## src/rtl/seq_mult_pkg.sv

```systemverilog
// seq_mult_pkg: shared constants for the sequential shift-add multiplier.
//   S_IDLE/S_BUSY/S_DONE : controller state encoding
//   MAX_WIDTH            : largest legal operand width
//   width_legal()        : legality check used at elaboration
package seq_mult_pkg;

    localparam int unsigned MAX_WIDTH = 32;

    localparam logic [1:0] S_IDLE = 2'd0;
    localparam logic [1:0] S_BUSY = 2'd1;
    localparam logic [1:0] S_DONE = 2'd2;

    function automatic bit width_legal(input int unsigned w);
        return (w >= 2) && (w <= MAX_WIDTH);
    endfunction

endpackage

```

## src/rtl/seq_mult_ctrl.sv

```systemverilog
// seq_mult_ctrl: FSM, step counter and handshake outputs for seq_multiplier.
// Ports:
//   clk, rst_n        clock, asynchronous active-low reset
//   i_in_valid        operands offered
//   i_out_ready       consumer accepts the product
//   o_in_ready        high only in IDLE
//   o_out_valid       high only in DONE
//   o_busy            high in BUSY and DONE
//   o_load            accept strobe: datapath latches operands
//   o_step            one shift-add step this cycle
//   o_finish          last step: datapath registers the product
//   o_cnt             current step index (shift amount)
module seq_mult_ctrl
    import seq_mult_pkg::*;
#(
    parameter int unsigned WIDTH = 4,
    parameter int unsigned CNT_W = $clog2(WIDTH + 1)
) (
    input  logic             clk,
    input  logic             rst_n,
    input  logic             i_in_valid,
    input  logic             i_out_ready,
    output logic             o_in_ready,
    output logic             o_out_valid,
    output logic             o_busy,
    output logic             o_load,
    output logic             o_step,
    output logic             o_finish,
    output logic [CNT_W-1:0] o_cnt
);

    logic [1:0]       r_state;
    logic [1:0]       w_state_d;
    logic [CNT_W-1:0] r_cnt;
    logic [CNT_W-1:0] w_cnt_d;
    logic             w_last;

    assign w_last = (r_state == S_BUSY) && (r_cnt == CNT_W'(WIDTH - 1));

    // State register
    always_ff @(posedge clk or negedge rst_n) begin
        if (!rst_n) begin
            r_state <= S_IDLE;
            r_cnt   <= '0;
        end else begin
            r_state <= w_state_d;
            r_cnt   <= w_cnt_d;
        end
    end

    // Next-state logic
    always_comb begin
        w_state_d = r_state;
        w_cnt_d   = r_cnt;
        case (r_state)
            S_IDLE: begin
                if (i_in_valid) begin
                    w_state_d = S_BUSY;
                    w_cnt_d   = '0;
                end
            end
            S_BUSY: begin
                w_cnt_d = r_cnt + CNT_W'(1);
                if (w_last) begin
                    w_state_d = S_DONE;
                end
            end
            S_DONE: begin
                if (i_out_ready) begin
                    w_state_d = S_IDLE;
                end
            end
            default: w_state_d = S_IDLE;
        endcase
    end

    // Outputs and datapath strobes
    always_comb begin
        o_in_ready  = (r_state == S_IDLE);
        o_out_valid = (r_state == S_DONE);
        o_busy      = (r_state == S_BUSY) || (r_state == S_DONE);
        o_load      = (r_state == S_IDLE) && i_in_valid;
        o_step      = (r_state == S_BUSY);
        o_finish    = w_last;
    end

    assign o_cnt = r_cnt;

endmodule

```

## src/rtl/seq_multiplier.sv

```systemverilog
// seq_multiplier: radix-2 shift-add multiplier, P = A*B in WIDTH cycles, one op in flight.
// Optional feature macro: SEQ_MULT_SIGNED_EN adds the is_signed port (two's complement mode).
// Ports:
//   clk, rst_n             clock, asynchronous active-low reset
//   in_valid / in_ready    operand handshake (in_ready high only when idle)
//   A, B                   multiplicand, multiplier (WIDTH bits)
//   is_signed              (SEQ_MULT_SIGNED_EN only) treat A/B as signed, sampled with A/B
//   out_valid / out_ready  product handshake
//   P                      product (2*WIDTH bits), held until the next result completes
//   busy                   high while an operation is running or waiting to be taken
module seq_multiplier
    import seq_mult_pkg::*;
#(
    parameter int unsigned WIDTH = 4
) (
    input  logic               clk,
    input  logic               rst_n,
    input  logic               in_valid,
    output logic               in_ready,
    input  logic [WIDTH-1:0]   A,
    input  logic [WIDTH-1:0]   B,
`ifdef SEQ_MULT_SIGNED_EN
    input  logic               is_signed,
`endif
    output logic               out_valid,
    input  logic               out_ready,
    output logic [2*WIDTH-1:0] P,
    output logic               busy
);

    localparam int unsigned CNT_W = $clog2(WIDTH + 1);

    if (!width_legal(WIDTH)) begin : g_bad_width
        $error("seq_multiplier: WIDTH must be in 2..%0d", MAX_WIDTH);
    end

    logic             w_load;
    logic             w_step;
    logic             w_finish;
    logic [CNT_W-1:0] w_cnt;

    seq_mult_ctrl #(
        .WIDTH (WIDTH),
        .CNT_W (CNT_W)
    ) u_ctrl (
        .clk         (clk),
        .rst_n       (rst_n),
        .i_in_valid  (in_valid),
        .i_out_ready (out_ready),
        .o_in_ready  (in_ready),
        .o_out_valid (out_valid),
        .o_busy      (busy),
        .o_load      (w_load),
        .o_step      (w_step),
        .o_finish    (w_finish),
        .o_cnt       (w_cnt)
    );

    logic [WIDTH-1:0]   r_mcand;
    logic [WIDTH-1:0]   r_mplier;
    logic [2*WIDTH-1:0] r_acc;
    logic [2*WIDTH-1:0] r_p;
    logic [WIDTH-1:0]   w_a_mag;
    logic [WIDTH-1:0]   w_b_mag;
    logic [2*WIDTH-1:0] w_addend;
    logic [2*WIDTH-1:0] w_acc_next;
    logic [2*WIDTH-1:0] w_prod;

`ifdef SEQ_MULT_SIGNED_EN
    logic r_neg;
    logic w_neg_in;

    // Multiply magnitudes; the sign is restored when the product is registered.
    assign w_a_mag  = (is_signed && A[WIDTH-1]) ? (~A + WIDTH'(1)) : A;
    assign w_b_mag  = (is_signed && B[WIDTH-1]) ? (~B + WIDTH'(1)) : B;
    assign w_neg_in = is_signed && (A[WIDTH-1] ^ B[WIDTH-1]);
    assign w_prod   = r_neg ? (~w_acc_next + (2*WIDTH)'(1)) : w_acc_next;

    always_ff @(posedge clk or negedge rst_n) begin
        if (!rst_n) begin
            r_neg <= 1'b0;
        end else if (w_load) begin
            r_neg <= w_neg_in;
        end
    end
`else
    assign w_a_mag = A;
    assign w_b_mag = B;
    assign w_prod  = w_acc_next;
`endif

    // Partial product aligned to the current step; only WIDTH+1 bits of the sum can change.
    assign w_addend   = {{WIDTH{1'b0}}, r_mcand} << w_cnt;
    assign w_acc_next = r_mplier[0] ? (r_acc + w_addend) : r_acc;

    always_ff @(posedge clk or negedge rst_n) begin
        if (!rst_n) begin
            r_mcand  <= '0;
            r_mplier <= '0;
            r_acc    <= '0;
        end else if (w_load) begin
            r_mcand  <= w_a_mag;
            r_mplier <= w_b_mag;
            r_acc    <= '0;
        end else if (w_step) begin
            r_acc    <= w_acc_next;
            r_mplier <= r_mplier >> 1;
        end
    end

    // The last step's sum goes straight into P as the FSM enters DONE.
    always_ff @(posedge clk or negedge rst_n) begin
        if (!rst_n) begin
            r_p <= '0;
        end else if (w_finish) begin
            r_p <= w_prod;
        end
    end

    assign P = r_p;

endmodule

```

## config.mk

```make
export PLATFORM = sky130hd
export DESIGN_NAME = seq_multiplier
export DESIGN_NICKNAME = d
export VERILOG_FILES = /design/src/rtl/seq_mult_pkg.sv /design/src/rtl/seq_mult_ctrl.sv /design/src/rtl/seq_multiplier.sv
export SDC_FILE = /design/constraint.sdc
export NUM_CORES = 1
export LEC_CHECK = 0
export ABC_CLOCK_PERIOD_IN_PS = 6800
export BUFFER_PORTS_ARGS = -buffer_cell sky130_fd_sc_hd__buf_2
export CORE_MARGIN = 2
export CORE_UTILIZATION = 44
export CTS_BUF_LIST = sky130_fd_sc_hd__clkbuf_8 sky130_fd_sc_hd__clkbuf_16
export DETAILED_ROUTE_END_ITERATION = 10
export PLACE_DENSITY_LB_ADDON = 0.25
export SLEW_MARGIN = 20
export SYNTH_ARGS = -nofsm -noshare
export SYNTH_HDL_FRONTEND = slang
export SYNTH_HIERARCHICAL = 1
export SYNTH_SLANG_ARGS = --single-unit
export TNS_END_PERCENT = 100
```

## constraint.sdc

```tcl
create_clock -name clk -period 6.8 [get_ports clk]
set_input_delay 1.36 -clock clk [delete_from_list [all_inputs] [get_ports clk]]
set_output_delay 1.36 -clock clk [all_outputs]
set_load 0.02 [all_outputs]
```

==> reports/qor.yml, run 1 <==
route:
  ant_nets: 0
  route.top_layer_used: "met4"
  first_iter_violations: 68
  wl_met3_um: 150
  met2_wirelength_um: 1775
  routedWlPerCell_um: 14.60
  drc: 0
  first_pass_iters: 4
  viasPerCell: 5.462
  via_count: 1371
  met1_length_um: 1676
  wl_um: 3665
synthesis:
  syn_inst: 181
  synth_warnings: 6
  synth_most_common_cell: "dfrtp_1"
  synthArstFlopShare_pct: 100.0
  synth_area_leaders: "dfrtp_1 (40%), ha_1 (8.9%), mux2i_1 (8.2%), nand2_1 (4.3%), a21oi_1 (3.8%)"
  synth_xor_area_share_pct: 3.274
  ys.flop_type: "dfrtp_1"
  synth_common_cells: "dfrtp_1 (29), nand2_1 (21), mux2i_1 (15), a21oi_1 (14), ha_1 (13)"
  synth.area.mux_share_pct: 14.73
  synth_top_family_by_area: "simple AND/OR/NAND/NOR gates"
  synth_compound_area_share_pct: 13.64
  synth_top_area_share_pct: 39.56
  synth_nets: 207
  syn_area_per_cell_um2: 10.13
  synth_edf_count: 0
  synthAdderAreaFrac_pct: 9.959
  synth-simple-area-share_pct: 14.87
  ys_types: 41
  syn_area_um2: 1834
  ys_ff_latch: 29
  seq_area_frac_synth_pct: 39.56
  synth_top_cell_by_area: "dfrtp_1"
timing:
  whs_ns: 0.5023
  fin_tns_setup_ns: 0
  hold_viol: 0
  maxSlewViolCount: 0
  tightest_slew_ns: 0.8201
  setup_viol: 0
  fmax_ghz: 0.3800
  rsz0062_at_grt: "false"
  slew-limit-headroom_pct: 45.32
  timing.final.crit_share_pct: 38.70
  min_period_ns: 2.632
  clock_skew_ns: 0.006312
placement:
  portBuffers: 22
  placedInstanceArea_um2: 1953
  gp_congestion: 0.8062
  dpl.hpwl_um: 2653
die:
  coreArea_um2: 4000
  die-area_um2: 4701
  start_util_pct: 45.86
  die_w_um: 68.57
  std_cell_rows: 23
  io_pins: 23
  die_y_um: 68.57
clock_tree:
  postCtsSetupRepairBufs: 0
  htreeDepth: 2
  clk_pin_slew_ns: 0.06
  cts_buffers: 5
  clk-insertion-delay-late_ns: 0.28
  hold_buffers: 0
  cts-root-buf: "clkbuf_8"
  clock_sinks: 29
  cts_tree: "done"
  clk_path_buf_depth: 2
  postCtsResizedCells: 0
worst_setup_path:
  crit_arrival_ns: 2.85
  critPathMaxFanout: 9
  cp-start-kind: "flop"
  crit_buf_inv: 0
  worstPathCellList: "mux4_2 > nor2b_1 > ha_1 > o21ai_1 > o21bai_1 > a21oi_1 > or4_1 > nand3_1"
  end_kind: "flop"
  rr_worst_depth: 8
  crit_family: "simple AND/OR/NAND/NOR gates"
  crit_path_top_delay_cell: "mux4_2"
  required_ns: 7.02
  slowest_delay_ns: 0.58
  critical_path_cell_count: 8
  crit_type: "reg -> reg"
global_route:
  overflow: 0
  grt_pass1_vias: 1356
  antenna_found_initial: 0
  grt_pass1_wl_um: 6368
  grtUsageTotal_pct: 18.72
  grt_max_degree: 30
run:
  drv_cap: 0
finish:
  synthToLayoutAreaGrowth_pct: 10.85
  stdcell_area_um2: 2033
  n_fill_cell: 378
  layout-drive-gt1-share_pct: 20.40
  layout.nets: 226
  post-route-util_pct: 50.83
  num_antenna_cells: 0
worst_hold_path:
  hold_path.class: "reg -> reg"
  min_path_cells: 1
status:
  status: "finished, final reports clean"
pwr:
  peakVddDrop_mv: 0.2875
  powerDensity_nw_per_um2: 494.4
  leakage_uw: 0.0009346
==> where the power goes <==
group          internal (µW)  switching [µW]  leakage, µW  total (µW)
clock                   67.9            62.2    0.0000519         130
combinational            250             304     0.000510         554
sequential               242            78.5     0.000373         321
==> per-stage QoR <==
stage               setup slack, ns  power (µW)  instances
global placement              4.182       844.8        243
CTS                           4.149        1014        251
detailed placement            4.134       877.4        243
global route                  4.048        1101        251
floorplan                     4.500       761.5        181
finish                        4.168        1005        251
==> sequential cells by signal, indices dropped and copies added (netlist names) <==
| name | flops |
|---|---|
| P | 8 |
| r_acc | 8 |
| r_mcand | 4 |
| r_mplier | 4 |
| u_ctrl/o_cnt | 3 |
| u_ctrl/r_state | 2 |
==> area by class of cell <==
| cell class | count | area (µm²) | area share, % |
|---|---|---|---|
| repair buffers | 22 | 110.1 | 5.415 |
| flip-flops and latches | 29 | 725.7 | 35.69 |
| clock inverters | 3 | 11.26 | 0.5538 |
| multi-input cells | 137 | 1036 | 50.95 |
| well taps | 50 | 62.56 | 3.077 |
| inverters | 5 | 18.77 | 0.9231 |
| clock buffers | 5 | 68.82 | 3.385 |
==> logic make-up (layout without fill, tap and decap cells) <==
family	count (synthesis)	count (layout)
simple gates	54	54
compound gates	39	39
flops	29	29
mux	24	24
buf+inv	15	35
fa+ha+maj	14	14
xor+xnor	6	6
==> placed cells by master, fill, tap and decap left out, types with 2 or more instances in the layout <==
cell type and count:
and2_1 3, a21o_1 2, nand2_1 21, clkbuf_8 5, ha_1 13, xnor2_1 5, o21ai_0 5, mux2_2 6
nand3_1 2, a21oi_1 14, dfrtp_1 29, nand3b_1 3, mux2_4 2, nor2_1 7, nand2b_1 5, buf_2 22
o211ai_1 2, o21ai_1 6, nand4_1 2, nor2b_1 5, a211oi_1 2, inv_1 7, nor3_1 2, o22ai_1 2
mux2i_1 15
==> path summary, 6_finish.rpt <==
path                                  from         endpoint  slack [ns]
max                        u_ctrl/o_cnt[0]         r_acc[6]        4.17
min                                   P[2]             P[2]        0.50
max reg2reg                u_ctrl/o_cnt[0]         r_acc[6]        4.17
min reg2reg                           P[2]             P[2]        0.50
max in group asynchronous            rst_n  u_ctrl/o_cnt[0]        5.25
min in group asynchronous            rst_n      r_mplier[0]        1.11
==> worst register-to-register path, stage by stage, from the launching register on <==
cell and delay, ns:
dfrtp_1 0.53, mux4_2 0.59, nor2b_1 0.17, ha_1 0.41
o21ai_1 0.10, o21bai_1 0.13, a21oi_1 0.14, or4_1 0.43
nand3_1 0.09
==> layer usage <==
metal | up-vias | global-route usage (%)
met5 | - | 0
met3 | 6 | 5.357
met2 | 26 | 30.89
li1 | 677 | -
met4 | 0 | 7.500
met1 | 662 | 22.96
Note: power is estimated with default switching activity, not from simulation.
==> run 2, diff against run 1 <==
ABC_AREA = 1   (was default)
ABC_CLOCK_PERIOD_IN_PS = 2400   (was 6800)
clock period = 2.4 ns   (was 6.8 ns; I/O delays follow)
==> reports/qor.yml, run 2 <==
worst_setup_path:
  worstPathCellList: "nand2_1 > o21ai_1 > o21ai_1 > nor2_1 > ha_1 > or2_1 > nand2_2 > nor2_1 > nor2_1 > inv_1 > nand2_1 > nand3_2 > nand3_1 > nand2_1"
  timing.rr.end: "r_acc[7]"
  cp-start-kind: "flop"
  endpoint: "r_acc[7]"
  crit_arrival_ns: 2.37
  end_kind: "flop"
  rr_startpoint: "u_ctrl/o_cnt[0]"
  crit_family: "simple AND/OR/NAND/NOR gates"
  critPathMaxFanout: 10
  critPathLaunch: "u_ctrl/o_cnt[0]"
  required_ns: 2.58
  rr_worst_depth: 14
  crit_path_top_delay_cell: "dfrtp_2"
  critical_path_cell_count: 14
  reg2reg_slack_ns: 0.20
  crit_buf_inv: 1
  slowest_delay_ns: 0.48
  crit_type: "reg -> reg"
clock_tree:
  postCtsSetupRepairBufs: 0
  htreeDepth: 2
  postCtsResizedCells: 0
  cts_buffers: 5
  hold_buffers: 0
  clk_path_buf_depth: 2
  cts-root-buf: "clkbuf_8"
  clk-insertion-delay-late_ns: 0.29
  cts_tree: "done"
  clock_sinks: 29
  clk_pin_slew_ns: 0.06
finish:
  multi_input_area_um2: 964.7
  num_antenna_cells: 0
  synthToLayoutAreaGrowth_pct: 15.33
  seq_area_um2: 726.9
  post-route-util_pct: 52.62
  layout-drive-gt1-share_pct: 18.05
  stdcell_area_um2: 2090
  mostFrequentLayoutCells: "nand2_1 (83), inv_1 (29), dfrtp_1 (28)"
  layout.nets: 291
  final_common_cell: "nand2_1"
  n_fill_cell: 387
  final_cells: 316
route:
  wl_um: 3827
  via_count: 1570
  ant_nets: 0
  first_iter_violations: 76
  viasPerCell: 4.968
  drc: 0
  first_pass_iters: 4
  routedWlPerCell_um: 12.11
synthesis:
  synth_edf_count: 0
  synth_area_leaders: "dfrtp_1 (40%), nand2_1 (17%), ha_1 (9.0%), inv_1 (6.0%), nand3_1 (4.4%)"
  synth_top_cell_by_area: "dfrtp_1"
  syn_area_per_cell_um2: 7.644
  synth_most_common_cell: "nand2_1"
  syn_area_um2: 1812
  ys_types: 29
  ys_ff_latch: 29
  synth_top_area_share_pct: 40.06
  ys.flop_type: "dfrtp_1"
  synth_common_cells: "nand2_1 (83), dfrtp_1 (29), inv_1 (29), nand3_1 (16), o21ai_0 (15)"
  seq_area_frac_synth_pct: 40.06
  synth_nets: 263
  synth_warnings: 6
  syn_inst: 237
  synthArstFlopShare_pct: 100.0
placement:
  portBuffers: 22
  gp_congestion: 0.8673
  dpl.hpwl_um: 2899
  dp.cells: 308
  placedInstanceArea_um2: 1981
  post-place-ws_ns: 0.08966
die:
  coreArea_um2: 3971
  die_y_um: 68.17
  std_cell_rows: 23
  die-area_um2: 4647
  io_pins: 23
  die_w_um: 68.17
  start_util_pct: 45.62
timing:
  maxSlewViolCount: 0
  rsz0062_at_grt: "false"
  min_period_ns: 2.196
  tightest_slew_ns: 0.6461
  setup_slack_ns: 0.2036
  timing.final.crit_share_pct: 91.52
  setup_viol: 0
  clock_skew_ns: 0.003316
  fin_tns_setup_ns: 0
  hold_viol: 0
  slew-limit-headroom_pct: 56.92
  fmax_ghz: 0.4553
worst_hold_path:
  hold_path.class: "in -> async"
pwr:
  peakVddDrop_mv: 0.5639
  leakage_uw: 0.001151
  powerDensity_nw_per_um2: 1389
global_route:
  grtUsageTotal_pct: 19.05
  grt_max_degree: 30
  antenna_found_initial: 0
  grt_pass1_wl_um: 6299
  overflow: 0
  grt_pass1_vias: 1419
status:
  status: "finished, final reports clean"
run:
  drv_cap: 0
## run 2: cell types whose count changed in the layout (fill, tap and decap cells not counted), sizes merged, moves of 4 or more
cell    before  now
o21ai       11   16
inv          8   30
nand2b       5    0
mux2         8    0
or2          0    4
mux2i       15    0
nor2b        5    0
nand3        2   20
nand2       22   87
a21oi       14    3
nor2         7   12
xnor2        5    1
## run 2: cell type report
| type | count | share of cell area (%) |
|---|---|---|
| Clock buffer | 7 | 4.611 |
| Clock inverter | 1 | 0.2395 |
| Inverter | 31 | 5.569 |
| Multi-Input combinational cell | 175 | 46.17 |
| Sequential cell | 29 | 34.79 |
| Tap cell | 50 | 2.994 |
| Timing Repair Buffer | 23 | 5.629 |
## run 2: worst min path at each step
stage	end	cells after the start	startpoint	slack (ns)
detailed placement	P[0]	2	P[0]	0.46
finish	u_ctrl/r_state[1]	1	rst_n	0.22
global route	u_ctrl/r_state[1]	1	rst_n	0.27
floorplan	P[0]	0	rst_n	0.18
CTS	u_ctrl/o_cnt[2]	1	rst_n	0.24
global placement	P[5]	2	P[5]	0.46
## run 2: cells by family (layout without fill, tap and decap cells)
logic type / after synthesis / after routing / share of synthesized area (%)
AO/OA/AOI/OAI: 28 / 28 / 9.047
XOR/XNOR: 4 / 4 / 1.934
adder cells (fa/ha/maj): 14 / 14 / 10.08
buffers and inverters: 33 / 62 / 7.044
flip-flops: 29 / 29 / 40.06
AND/OR/NAND/NOR: 129 / 129 / 31.84
## run 2: power breakdown
part | total [µW] | internal [µW] | leakage (µW) | switching (µW)
Sequential | 875 | 690 | 0.000375 | 185
Clock | 449 | 259 | 0.0000542 | 191
Combinational | 1580 | 585 | 0.000722 | 993
Total | 2900 | 1530 | 0.00115 | 1370
## run 2: stage by stage
stage	power, µW	hold WS (ns)
detailed placement	2447	0.4603
finish	2903	0.2178
floorplan	2077	0.1844
global route	3214	0.2716
global placement	2426	0.4597
CTS	2914	0.2386
## run 2: layer usage
metal,share of wire (%),global-route usage (%)
met1,49,24.66
met2,45,28.88
met3,4.4,6.414
met4,1.8,8.250
met5,0,0
